## src/rtl/ysyx_210544_rtc_cal_pkg.sv

```systemverilog
// Shared definitions for the calendar RTC: register map, CTRL bit positions,
// the TIME/ALARM field layout and the default reset time.
package ysyx_210544_rtc_cal_pkg;

    localparam int BUS_64 = 64;

    localparam logic [1:0] ADDR_TIME  = 2'd0;
    localparam logic [1:0] ADDR_ALARM = 2'd1;
    localparam logic [1:0] ADDR_CTRL  = 2'd2;

    localparam int CTRL_RUN      = 0;
    localparam int CTRL_ALARM_EN = 1;
    localparam int CTRL_PEND     = 2;
    localparam int CTRL_WR_ERR   = 3;

    localparam int SEC_LSB  = 0;
    localparam int SEC_W    = 6;
    localparam int MIN_LSB  = 6;
    localparam int MIN_W    = 6;
    localparam int HOUR_LSB = 12;
    localparam int HOUR_W   = 6;
    localparam int DAY_LSB  = 18;
    localparam int DAY_W    = 5;
    localparam int MON_LSB  = 23;
    localparam int MON_W    = 4;
    localparam int YEAR_LSB = 27;
    localparam int YEAR_W   = 16;
    localparam int TIME_W   = YEAR_LSB + YEAR_W;

    typedef struct packed {
        logic [YEAR_W-1:0] year;
        logic [MON_W-1:0]  month;
        logic [DAY_W-1:0]  day;
        logic [HOUR_W-1:0] hour;
        logic [MIN_W-1:0]  minute;
        logic [SEC_W-1:0]  second;
    } rtc_time_t;

    // 2021-01-02 03:04:05
    localparam logic [BUS_64-1:0] DEFAULT_RESET_TIME =
        {21'b0, 16'd2021, 4'd1, 5'd2, 6'd3, 6'd4, 6'd5};

    function automatic logic [BUS_64-1:0] pack_time(input rtc_time_t t);
        return {{(BUS_64-TIME_W){1'b0}}, t};
    endfunction

endpackage

```

## src/rtl/ysyx_210544_rtc_cal_if.sv

```systemverilog
// Peripheral bus bundle between the core side (master) and the RTC (slave).
interface ysyx_210544_rtc_cal_if;
    import ysyx_210544_rtc_cal_pkg::*;

    logic                ren;
    logic                wen;
    logic [1:0]          addr;
    logic [BUS_64-1:0]   wdata;
    logic [BUS_64-1:0]   rdata;
    logic                irq;

    modport master (output ren, output wen, output addr, output wdata,
                    input rdata, input irq);
    modport slave  (input ren, input wen, input addr, input wdata,
                    output rdata, output irq);
endinterface

```

## src/rtl/ysyx_210544_rtc_dim.sv

```systemverilog
// Days-in-month lookup with the Gregorian leap-year rule.
module ysyx_210544_rtc_dim (
    input  logic [15:0] year,
    input  logic [3:0]  month,
    output logic [4:0]  dim
);
    logic leap;

    assign leap = (year[1:0] == 2'b00) &&
                  (((year % 16'd100) != 16'd0) || ((year % 16'd400) == 16'd0));

    always_comb begin
        dim = 5'd31;
        case (month)
            4'd2:                      dim = leap ? 5'd29 : 5'd28;
            4'd4, 4'd6, 4'd9, 4'd11:   dim = 5'd30;
            default:                   dim = 5'd31;
        endcase
    end
endmodule

```

## src/rtl/ysyx_210544_rtc_cal.sv

```systemverilog
// Calendar RTC: prescaler, second-to-year carry chain, writable TIME/ALARM
// with field validation, CTRL with W1C status bits and a registered read port.
module ysyx_210544_rtc_cal
    import ysyx_210544_rtc_cal_pkg::*;
#(
    parameter int                CLOCKS_PER_SECOND = 1000000,
    parameter logic [BUS_64-1:0] RESET_TIME        = DEFAULT_RESET_TIME
) (
    input  logic                clk,
    input  logic                rst,
    ysyx_210544_rtc_cal_if.slave bus
);
    localparam int PW = (CLOCKS_PER_SECOND > 2) ? $clog2(CLOCKS_PER_SECOND) : 1;
    localparam logic [PW-1:0] PRESC_MAX = PW'(CLOCKS_PER_SECOND - 1);

    rtc_time_t         cur;
    rtc_time_t         nxt;
    rtc_time_t         alarm;
    rtc_time_t         wtime;
    logic [PW-1:0]     presc;
    logic              run;
    logic              alarm_en;
    logic              alarm_pend;
    logic              wr_err;
    logic [4:0]        dim_cur;
    logic [4:0]        dim_w;
    logic              tick;
    logic              wvalid;
    logic              wr_time;
    logic              wr_alarm;
    logic              wr_ctrl;
    logic              load_time;
    logic              alarm_hit;
    logic [BUS_64-1:0] rd_mux;
    logic [BUS_64-1:0] rdata_p1;
    logic              unused_wdata;

    assign wtime        = bus.wdata[TIME_W-1:0];
    assign unused_wdata = ^bus.wdata[BUS_64-1:TIME_W];

    ysyx_210544_rtc_dim u_dim_cur (.year(cur.year),   .month(cur.month),   .dim(dim_cur));
    ysyx_210544_rtc_dim u_dim_wr  (.year(wtime.year), .month(wtime.month), .dim(dim_w));

    assign wvalid = (wtime.year <= 16'd9999) &&
                    (wtime.month >= 4'd1) && (wtime.month <= 4'd12) &&
                    (wtime.day >= 5'd1) && (wtime.day <= dim_w) &&
                    (wtime.hour <= 6'd23) && (wtime.minute <= 6'd59) &&
                    (wtime.second <= 6'd59);

    assign wr_time   = bus.wen && (bus.addr == ADDR_TIME);
    assign wr_alarm  = bus.wen && (bus.addr == ADDR_ALARM);
    assign wr_ctrl   = bus.wen && (bus.addr == ADDR_CTRL);
    assign load_time = wr_time && wvalid;
    assign tick      = run && (presc == PRESC_MAX);
    // A valid TIME write drops the coincident tick, so it can never raise the alarm.
    assign alarm_hit = tick && !load_time && (nxt == alarm);

    always_comb begin
        nxt = cur;
        if (cur.second == 6'd59) begin
            nxt.second = 6'd0;
            if (cur.minute == 6'd59) begin
                nxt.minute = 6'd0;
                if (cur.hour == 6'd23) begin
                    nxt.hour = 6'd0;
                    if (cur.day >= dim_cur) begin
                        nxt.day = 5'd1;
                        if (cur.month == 4'd12) begin
                            nxt.month = 4'd1;
                            nxt.year  = (cur.year == 16'd9999) ? 16'd0 : cur.year + 16'd1;
                        end else begin
                            nxt.month = cur.month + 4'd1;
                        end
                    end else begin
                        nxt.day = cur.day + 5'd1;
                    end
                end else begin
                    nxt.hour = cur.hour + 6'd1;
                end
            end else begin
                nxt.minute = cur.minute + 6'd1;
            end
        end else begin
            nxt.second = cur.second + 6'd1;
        end
    end

    always_comb begin
        rd_mux = '0;
        case (bus.addr)
            ADDR_TIME:  rd_mux = pack_time(cur);
            ADDR_ALARM: rd_mux = pack_time(alarm);
            ADDR_CTRL:  rd_mux = {{(BUS_64-4){1'b0}}, wr_err, alarm_pend, alarm_en, run};
            default:    rd_mux = '0;
        endcase
    end

    // Stage p0 -> p1: state update and registered read data
    always_ff @(posedge clk) begin
        if (rst) begin
            cur        <= RESET_TIME[TIME_W-1:0];
            alarm      <= '0;
            presc      <= '0;
            run        <= 1'b1;
            alarm_en   <= 1'b0;
            alarm_pend <= 1'b0;
            wr_err     <= 1'b0;
            rdata_p1   <= '0;
        end else begin
            rdata_p1 <= bus.ren ? rd_mux : '0;

            if (load_time) begin
                cur   <= wtime;
                presc <= '0;
            end else if (run) begin
                presc <= tick ? '0 : presc + PW'(1);
                if (tick) begin
                    cur <= nxt;
                end
            end

            if (wr_alarm && wvalid) begin
                alarm <= wtime;
            end

            if (wr_ctrl) begin
                run      <= bus.wdata[CTRL_RUN];
                alarm_en <= bus.wdata[CTRL_ALARM_EN];
            end

            if (alarm_hit) begin
                alarm_pend <= 1'b1;
            end else if (wr_ctrl && bus.wdata[CTRL_PEND]) begin
                alarm_pend <= 1'b0;
            end

            if ((wr_time || wr_alarm) && !wvalid) begin
                wr_err <= 1'b1;
            end else if (wr_ctrl && bus.wdata[CTRL_WR_ERR]) begin
                wr_err <= 1'b0;
            end
        end
    end

    assign bus.rdata = rdata_p1;
    assign bus.irq   = alarm_pend && alarm_en;
endmodule

```

## src/flat_wrapper.sv

```systemverilog
// flat-port wrapper written by rule: the top's interface ports become plain ports
module ysyx_210544_rtc_cal_flat import ysyx_210544_rtc_cal_pkg::*;
#(
    parameter int                CLOCKS_PER_SECOND = 1000000,
    parameter logic [BUS_64-1:0] RESET_TIME        = DEFAULT_RESET_TIME
)
  (clk, rst, bus_ren, bus_wen, bus_addr, bus_wdata, bus_rdata, bus_irq);
  ysyx_210544_rtc_cal_if bus_i ();
  input  logic clk;
  input  logic rst;
  input wire logic [$bits(bus_i.ren)-1:0] bus_ren;
  input wire logic [$bits(bus_i.wen)-1:0] bus_wen;
  input wire logic [$bits(bus_i.addr)-1:0] bus_addr;
  input wire logic [$bits(bus_i.wdata)-1:0] bus_wdata;
  output wire logic [$bits(bus_i.rdata)-1:0] bus_rdata;
  output wire logic [$bits(bus_i.irq)-1:0] bus_irq;
  assign bus_i.ren = bus_ren;
  assign bus_i.wen = bus_wen;
  assign bus_i.addr = bus_addr;
  assign bus_i.wdata = bus_wdata;
  assign bus_rdata = bus_i.rdata;
  assign bus_irq = bus_i.irq;
  ysyx_210544_rtc_cal #(.CLOCKS_PER_SECOND(CLOCKS_PER_SECOND), .RESET_TIME(RESET_TIME)) u_core (.clk(clk), .rst(rst), .bus(bus_i));
endmodule
```

## config.mk

```make
export PLATFORM = sky130hd
export DESIGN_NAME = ysyx_210544_rtc_cal_flat
export DESIGN_NICKNAME = d
export VERILOG_FILES = /design/src/rtl/ysyx_210544_rtc_cal_pkg.sv /design/src/rtl/ysyx_210544_rtc_cal_if.sv /design/src/rtl/ysyx_210544_rtc_dim.sv /design/src/rtl/ysyx_210544_rtc_cal.sv /design/src/flat_wrapper.sv
export SDC_FILE = /design/constraint.sdc
export NUM_CORES = 1
export LEC_CHECK = 0
export BUFFER_PORTS_ARGS = -buffer_cell sky130_fd_sc_hd__buf_2
export CORE_ASPECT_RATIO = 1.25
export CORE_UTILIZATION = 40
export DETAILED_ROUTE_END_ITERATION = 8
export GPL_TIMING_DRIVEN = 0
export PLACE_DENSITY = 0.59
export SYNTH_ARGS = -nofsm -noshare
export SYNTH_HDL_FRONTEND = slang
export SYNTH_SLANG_ARGS = --single-unit
```

## constraint.sdc

```tcl
create_clock -name clk -period 10 [get_ports clk]
set_input_delay 1.5 -clock clk [delete_from_list [all_inputs] [get_ports clk]]
set_output_delay 1.5 -clock clk [all_outputs]
set_load 0.02 [all_outputs]
```

Word-level counts from Yosys, hierarchy flattened. Index checks and enable logic that the tools add are counted.

Add/sub/neg operators: 7. Multiplexer cells: 24. Reduce and logical (&&, ||, !) cells: 42. Divide/modulo/power cells: 4. Order comparisons: 9. Bitwise gates (word level): 1. Equal/unequal tests: 19.

Operator list (count): two-way mux 43 bit (3); one-hot mux 43 bit (3 select lines) (1); equality test 43 bit (1); two-way mux 20 bit (2); two-way mux 37 bit (1); logical NOT 16 bit (2); modulo 16 x 7 -> 16 bit, second input constant (2); modulo 16 x 9 -> 16 bit, second input constant (2); two-way mux 16 bit (2); nonzero test 16 bit (2); two-way mux 31 bit (1); two-way mux 25 bit (1); logical AND 1 bit (21); adder 20 x 1 -> 20 bit, second input constant (1); equality test 20 bit, second input constant (1); equality test 4 bit, second input constant (5); adder 6 x 1 -> 6 bit, second input constant (3); two-way mux 6 bit (3); adder 16 x 1 -> 16 bit, second input constant (1); equality test 16 x 14 -> 1 bit, second input constant (1); equality test 4 x 3 -> 1 bit, second input constant (4); less-or-equal comparator 16 x 14 -> 1 bit, second input constant (1); equality test 6 bit, second input constant (2); less-or-equal comparator 6 bit, second input constant (2); 24 further kinds (41).

Output and inout port bits: 65. Input port bits: 70. Bits in registers: 174.

Logic depth before layout (Yosys ltp).
Word-level depth: 16. Depth in mapped cells: 37. Depth with buffers taken out: 33.

Cells and area by module. Synthesis repeated with hierarchy kept, for this count alone.

Cells, all modules: 1672. Area, all modules: 13244.0 um^2.

Modules (own cells, without submodules): ysyx_210544_rtc_cal (cells each 1064, area each 8834.7 um^2, times used 1, seq. area each 3062.9 um^2); ysyx_210544_rtc_dim (cells each 304, area each 2204.6 um^2, times used 2, seq. area each 0.0 um^2).

Least setup slack after synthesis. Ideal clock, no wire load.

Kind: input -> register. Start: input port bus_wdata[38]. End: register u_core.presc[10]. Arrival time: 8578 ps. Library setup time: 128 ps. Slack: 1294 ps. Cell stages on the path: 32. Cells stage by stage: buf_4 -> or2_1 -> and3_1 -> o21ai_1 -> a21oi_2 -> or3_1 -> a31oi_4 -> mux2_2 -> a211o_1 -> and3_1 -> buf_6 -> o311a_4 -> nor3_4 -> o311ai_2 -> or4_1 -> a32o_2 -> or3_4 -> mux2i_1 -> a2111o_1 -> o2111ai_1 -> a31oi_1 -> ha_1 -> inv_1 -> a21oi_1 -> a211oi_1 -> a2111oi_0 -> and2_1 -> clkbuf_1 -> or3_1 -> clkbuf_1 -> clkbuf_1 -> nor2_1.

Cells in the longest elaborated chain, start to end: 13. Elaborated cells between the ends (all ways): 19. Those cells by class: 2 x div; 2 x order compare; 2 x mux; 13 x reduce/logical.

Ends and longest elaborated chain: from (decl) (line flat_wrapper.sv:14) `input wire logic [$bits(bus_i.wdata)-1:0] bus_wdata;`; modulo 16 x 7 -> 16 bit or modulo 16 x 9 -> 16 bit (tied branches) (line ysyx_210544_rtc_dim.sv:10) `(((year % 16'd100) != 16'd0) || ((year % 16'd400) == 16'd0));`; nonzero test 16 bit or logical NOT 16 bit (tied branches) (line ysyx_210544_rtc_dim.sv:10); logical OR 1 bit (line ysyx_210544_rtc_dim.sv:10); logical AND 1 bit (line ysyx_210544_rtc_dim.sv:9) `assign leap = (year[1:0] == 2'b00) &&`; two-way mux 1 bit (line ysyx_210544_rtc_dim.sv:15) `4'd2: dim = leap ? 5'd29 : 5'd28;`; one-hot mux 2 bit (2 select lines) (line ysyx_210544_rtc_dim.sv:14) `case (month)`; less-or-equal comparator 5 bit (line ysyx_210544_rtc_cal.sv:46) `(wtime.day >= 5'd1) && (wtime.day <= dim_w) &&`; logical AND 1 bit (*) (2 in a row) (line ysyx_210544_rtc_cal.sv:46); logical AND 1 bit (*) (2 in a row) (line ysyx_210544_rtc_cal.sv:47) `(wtime.hour <= 6'd23) && (wtime.minute <= 6'd59) &&`; logical AND 1 bit (*) (line ysyx_210544_rtc_cal.sv:53) `assign load_time = wr_time && wvalid;`; OR reduction 2 bit (no line) (*); to (signal assigned) (line ysyx_210544_rtc_cal.sv:116) `presc <= tick ? '0 : presc + PW'(1);`; to (decl) (line ysyx_210544_rtc_cal.sv:20) `logic [PW-1:0] presc;`.

Mark *: on every way between the ends. The rest lies on a longest branch, timed or not. A chain may end at the register's enable or synchronous reset.

Worst setup path after layout.
Start: input port bus_wdata[42]. End: register u_core.alarm_pend.

Cells in the longest elaborated chain, start to end: 16. Elaborated cells between the ends (all ways): 23. Those cells by class: 2 x div; 2 x order compare; 3 x mux; 16 x reduce/logical.

Ends and longest elaborated chain: modulo 16 x 7 -> 16 bit or modulo 16 x 9 -> 16 bit (tied branches) (line ysyx_210544_rtc_dim.sv:10); nonzero test 16 bit or logical NOT 16 bit (tied branches) (line ysyx_210544_rtc_dim.sv:10); logical OR 1 bit (line ysyx_210544_rtc_dim.sv:10); logical AND 1 bit (line ysyx_210544_rtc_dim.sv:9); two-way mux 1 bit (line ysyx_210544_rtc_dim.sv:15); one-hot mux 2 bit (2 select lines) (line ysyx_210544_rtc_dim.sv:14); less-or-equal comparator 5 bit (line ysyx_210544_rtc_cal.sv:46); logical AND 1 bit (*) (2 in a row) (line ysyx_210544_rtc_cal.sv:46); logical AND 1 bit (*) (2 in a row) (line ysyx_210544_rtc_cal.sv:47); logical AND 1 bit (*) (line ysyx_210544_rtc_cal.sv:53); logical NOT 1 bit (*) (line ysyx_210544_rtc_cal.sv:56) `assign alarm_hit = tick && !load_time && (nxt == alarm);`; logical AND 1 bit (*) (2 in a row) (line ysyx_210544_rtc_cal.sv:56); two-way mux 1 bit or nonzero test 2 bit (tied branches); to (signal assigned) (line ysyx_210544_rtc_cal.sv:106) `alarm_pend <= 1'b0;`; to (signal assigned) (line ysyx_210544_rtc_cal.sv:132) `alarm_pend <= 1'b1;`; to (signal assigned) (line ysyx_210544_rtc_cal.sv:134) `alarm_pend <= 1'b0;`; to (decl) (line ysyx_210544_rtc_cal.sv:23) `logic alarm_pend;`.

Marks and branches as above.

==> results.txt <==
HP Class: reg -> reg
post-synthesis register bit count: 153
layout cells sized above 1: 0.142
DRC errors left: 0
routed wire length: 40.6 mm
fin util: 0.465
global placer's final weighted congestion: 0.903
sequential share of the synthesized area: 0.250
Pins Over Slew Limit: 0
Post-synth EDFFs: 0
CP Class: in -> reg
fmax: 0.105 GHz
min Tclk post-route: 9.52 ns
worst slew pin tran: 0.887 ns
global-route wire length before repair: 64.2 mm
per-cell routed wire length: 18.4 um
Reg power frac: 0.312
Mean Syn Cell Area: 7.38 um2
CP max stage cell: nor4_1
1st-iter DRT viols: 1134
area of placed instances: 13300 um2
Worst setup EP type: flip-flop
Die X: 159 um
part of the cycle the worst path needs: 0.952
nets: 1875
RSZ-0062 raised after global routing: false
initial antenna violation count: 0
Max IR drop VDD: 0.200 mV
Sink Count: 153
setup TNS: 0 ns
clock buffer count from CTS: 17
crit path max fanout: 10
Yosys top cell area share: 0.250
Die ar.: 31400 um2
PwrDens: 142 nW/um2
Pre-antenna DRT Iters: 5
most frequent cells in the layout: nor2_1, nand2_1, dfxtp_1, a21oi_1, buf_2
internal power component: 0.00127 W
Worst Slack Setup Final: 0.481 ns
MaxCap Viol Count: 0
cell taking the most area after synthesis: dfxtp_1
Synth Warn #: 0
Buffers on Ports: 84
Die Height: 198 um
crit-path max cell delay: 0.55 ns
total track usage: 0.261
boundary pin count: 135
# rows: 71
hold_buf cts: 0
Overflow after GRT: 0
initial core utilization: 0.407
pre-CTS setup slack: -0.340 ns
largest net degree at the start of global routing: 17
Synth cell types: 110
Final Hold Viols: 0
core area: 30100 um2
clock network power share: 0.349
clk root buf: clkbuf_16
Area growth, synth to finish: 14.0%
htree depth: 4
CTS max path bufs: 2
ant diodes: 0
half-perimeter wire length after placement: 30.8 mm
Worst Path Arrival: 9.89 ns
Final Skew: 0.0206 ns
TritonCTS clock tree: built
post-synthesis instance total: 1662
DR vias/cell: 5.83
Sw Pwr: 0.000712 W
CP Launch Type: input pin
switch share: 0.359
ranking of synthesized cells by area: dfxtp_1, nand2_1, nor2_1
vias in the first global route: 12061
clock slew seen by the registers of the worst setup and hold paths: 0.07 ns
Clk Latency, worst-skew pair: 0.45 ns
max_slew headroom: 0.404
final antenna-violating net count: 0
status: finished, final reports clean
Leak: 5.28 nW
Async SR Flop Fraction: 0
Design Area, Final: 14000 um2
worst endpoint required time: 10.37 ns
total number of vias: 12855
Setup-failing EPs final: 0
Main synth FF type: dfxtp_1
Post-Syn Area: 12300 um2
fill cell count: 3076
Comb power frac: 0.339
## cell type report
cell class / instances / area (um2) / area share
buffer: 142 / 711 / 0.0508
multi-input combinational: 1357 / 8520 / 0.609
inverter: 29 / 109 / 0.00778
clock inverter: 14 / 194 / 0.0139
tap: 401 / 502 / 0.0359
clock buffer: 18 / 429 / 0.0307
sequential: 153 / 3060 / 0.219
timing repair buffer: 90 / 465 / 0.0333
## registers in the layout, summed over array words and instances, names as in the netlist
name,cells
u_core.alarm_en,1
u_core.bus.rdata,43
u_core.cur,43
u_core.run,1
u_core.wr_err,1
u_core.alarm,43
u_core.presc,20
u_core.alarm_pend,1
## path summary, 6_finish.rpt
path / start / end / slack [ns] / cells after the start
max: bus_wdata[42] / u_core.alarm_pend / 0.48 / 33
min: u_core.wr_err / u_core.wr_err / 0.49 / 2
max reg2reg: u_core.cur[38] / u_core.alarm_pend / 0.58 / 36
min reg2reg: u_core.wr_err / u_core.wr_err / 0.49 / 2
## logic make-up after synthesis
family	Yosys count	synth area share
other	1	0.000306
AOI/OAI and AO/OA	462	0.266
DFF	153	0.250
buffers and inverters	172	0.0668
xor gates and xnor gates	98	0.0700
and+or+nand+nor	692	0.275
adders and majority gates	15	0.0153
muxes	69	0.0570
## per-layer routing
layer | up-vias | track usage | part of all wire
met5 | - | 0 | 0
met4 | 0 | 0.106 | 0.033
met3 | 74 | 0.0322 | 0.050
met2 | 407 | 0.434 | 0.47
met1 | 6111 | 0.340 | 0.44
li1 | 6263 | - | -
## cell usage after synthesis (9+ instances only)
library cell,count
or2_2,13
clkbuf_1,82
buf_1,9
a22oi_1,9
o21a_1,11
o21ai_1,11
mux2i_1,62
nand3_1,59
nand2b_1,17
o21ai_0,61
xnor2_1,53
nand4_1,21
a211oi_1,26
nor3b_1,11
nor4_1,17
nor2b_1,16
ha_1,15
a211o_1,15
o22ai_1,9
nand2_1,192
o211ai_1,27
and2_1,14
or3_1,16
a31oi_1,21
inv_1,27
nor2_1,192
dfxtp_1,153
o31a_1,9
a311oi_1,14
and3_1,19
buf_2,16
or4_1,9
o31ai_1,14
xor2_1,45
nor3_1,55
buf_4,31
a21oi_1,124
## timing repair
item	4_1_cts	5_1_grt
resized for setup	0	17
setup buffers	0	6
endpoints found under the setup margin	0	104
## power groups by stage
stage	Clock (W)	Sequential, W	Combinational [W]
4_1_cts	0.000702	0.000617	0.000641
2_1_floorplan	0	0.000633	0.000502
3_5_place_dp	0	0.000631	0.000637
6_report	0.000692	0.000617	0.000672
3_3_place_gp	0	0.000631	0.000636
5_1_grt	0.000730	0.000617	0.000732
## critical path: cells and delay by family
family          cells  cell delay, ns
compound gates     14            3.39
fa+ha+maj           1            0.26
buf+inv             4            0.68
mux                 2            0.65
simple gates       12            3.37
## per-stage QoR
step / total power [W] / hold WS (ns) / std cells
after floorplan: 0.00113 / 0.449 / 1682
after global placement: 0.00127 / 0.467 / 2167
after detailed placement: 0.00127 / 0.471 / 2167
after CTS: 0.00196 / 0.481 / 2199
after global routing: 0.00208 / 0.506 / 2204
final: 0.00198 / 0.487 / 2204
No activity file was read; power rests on OpenSTA's default activity.
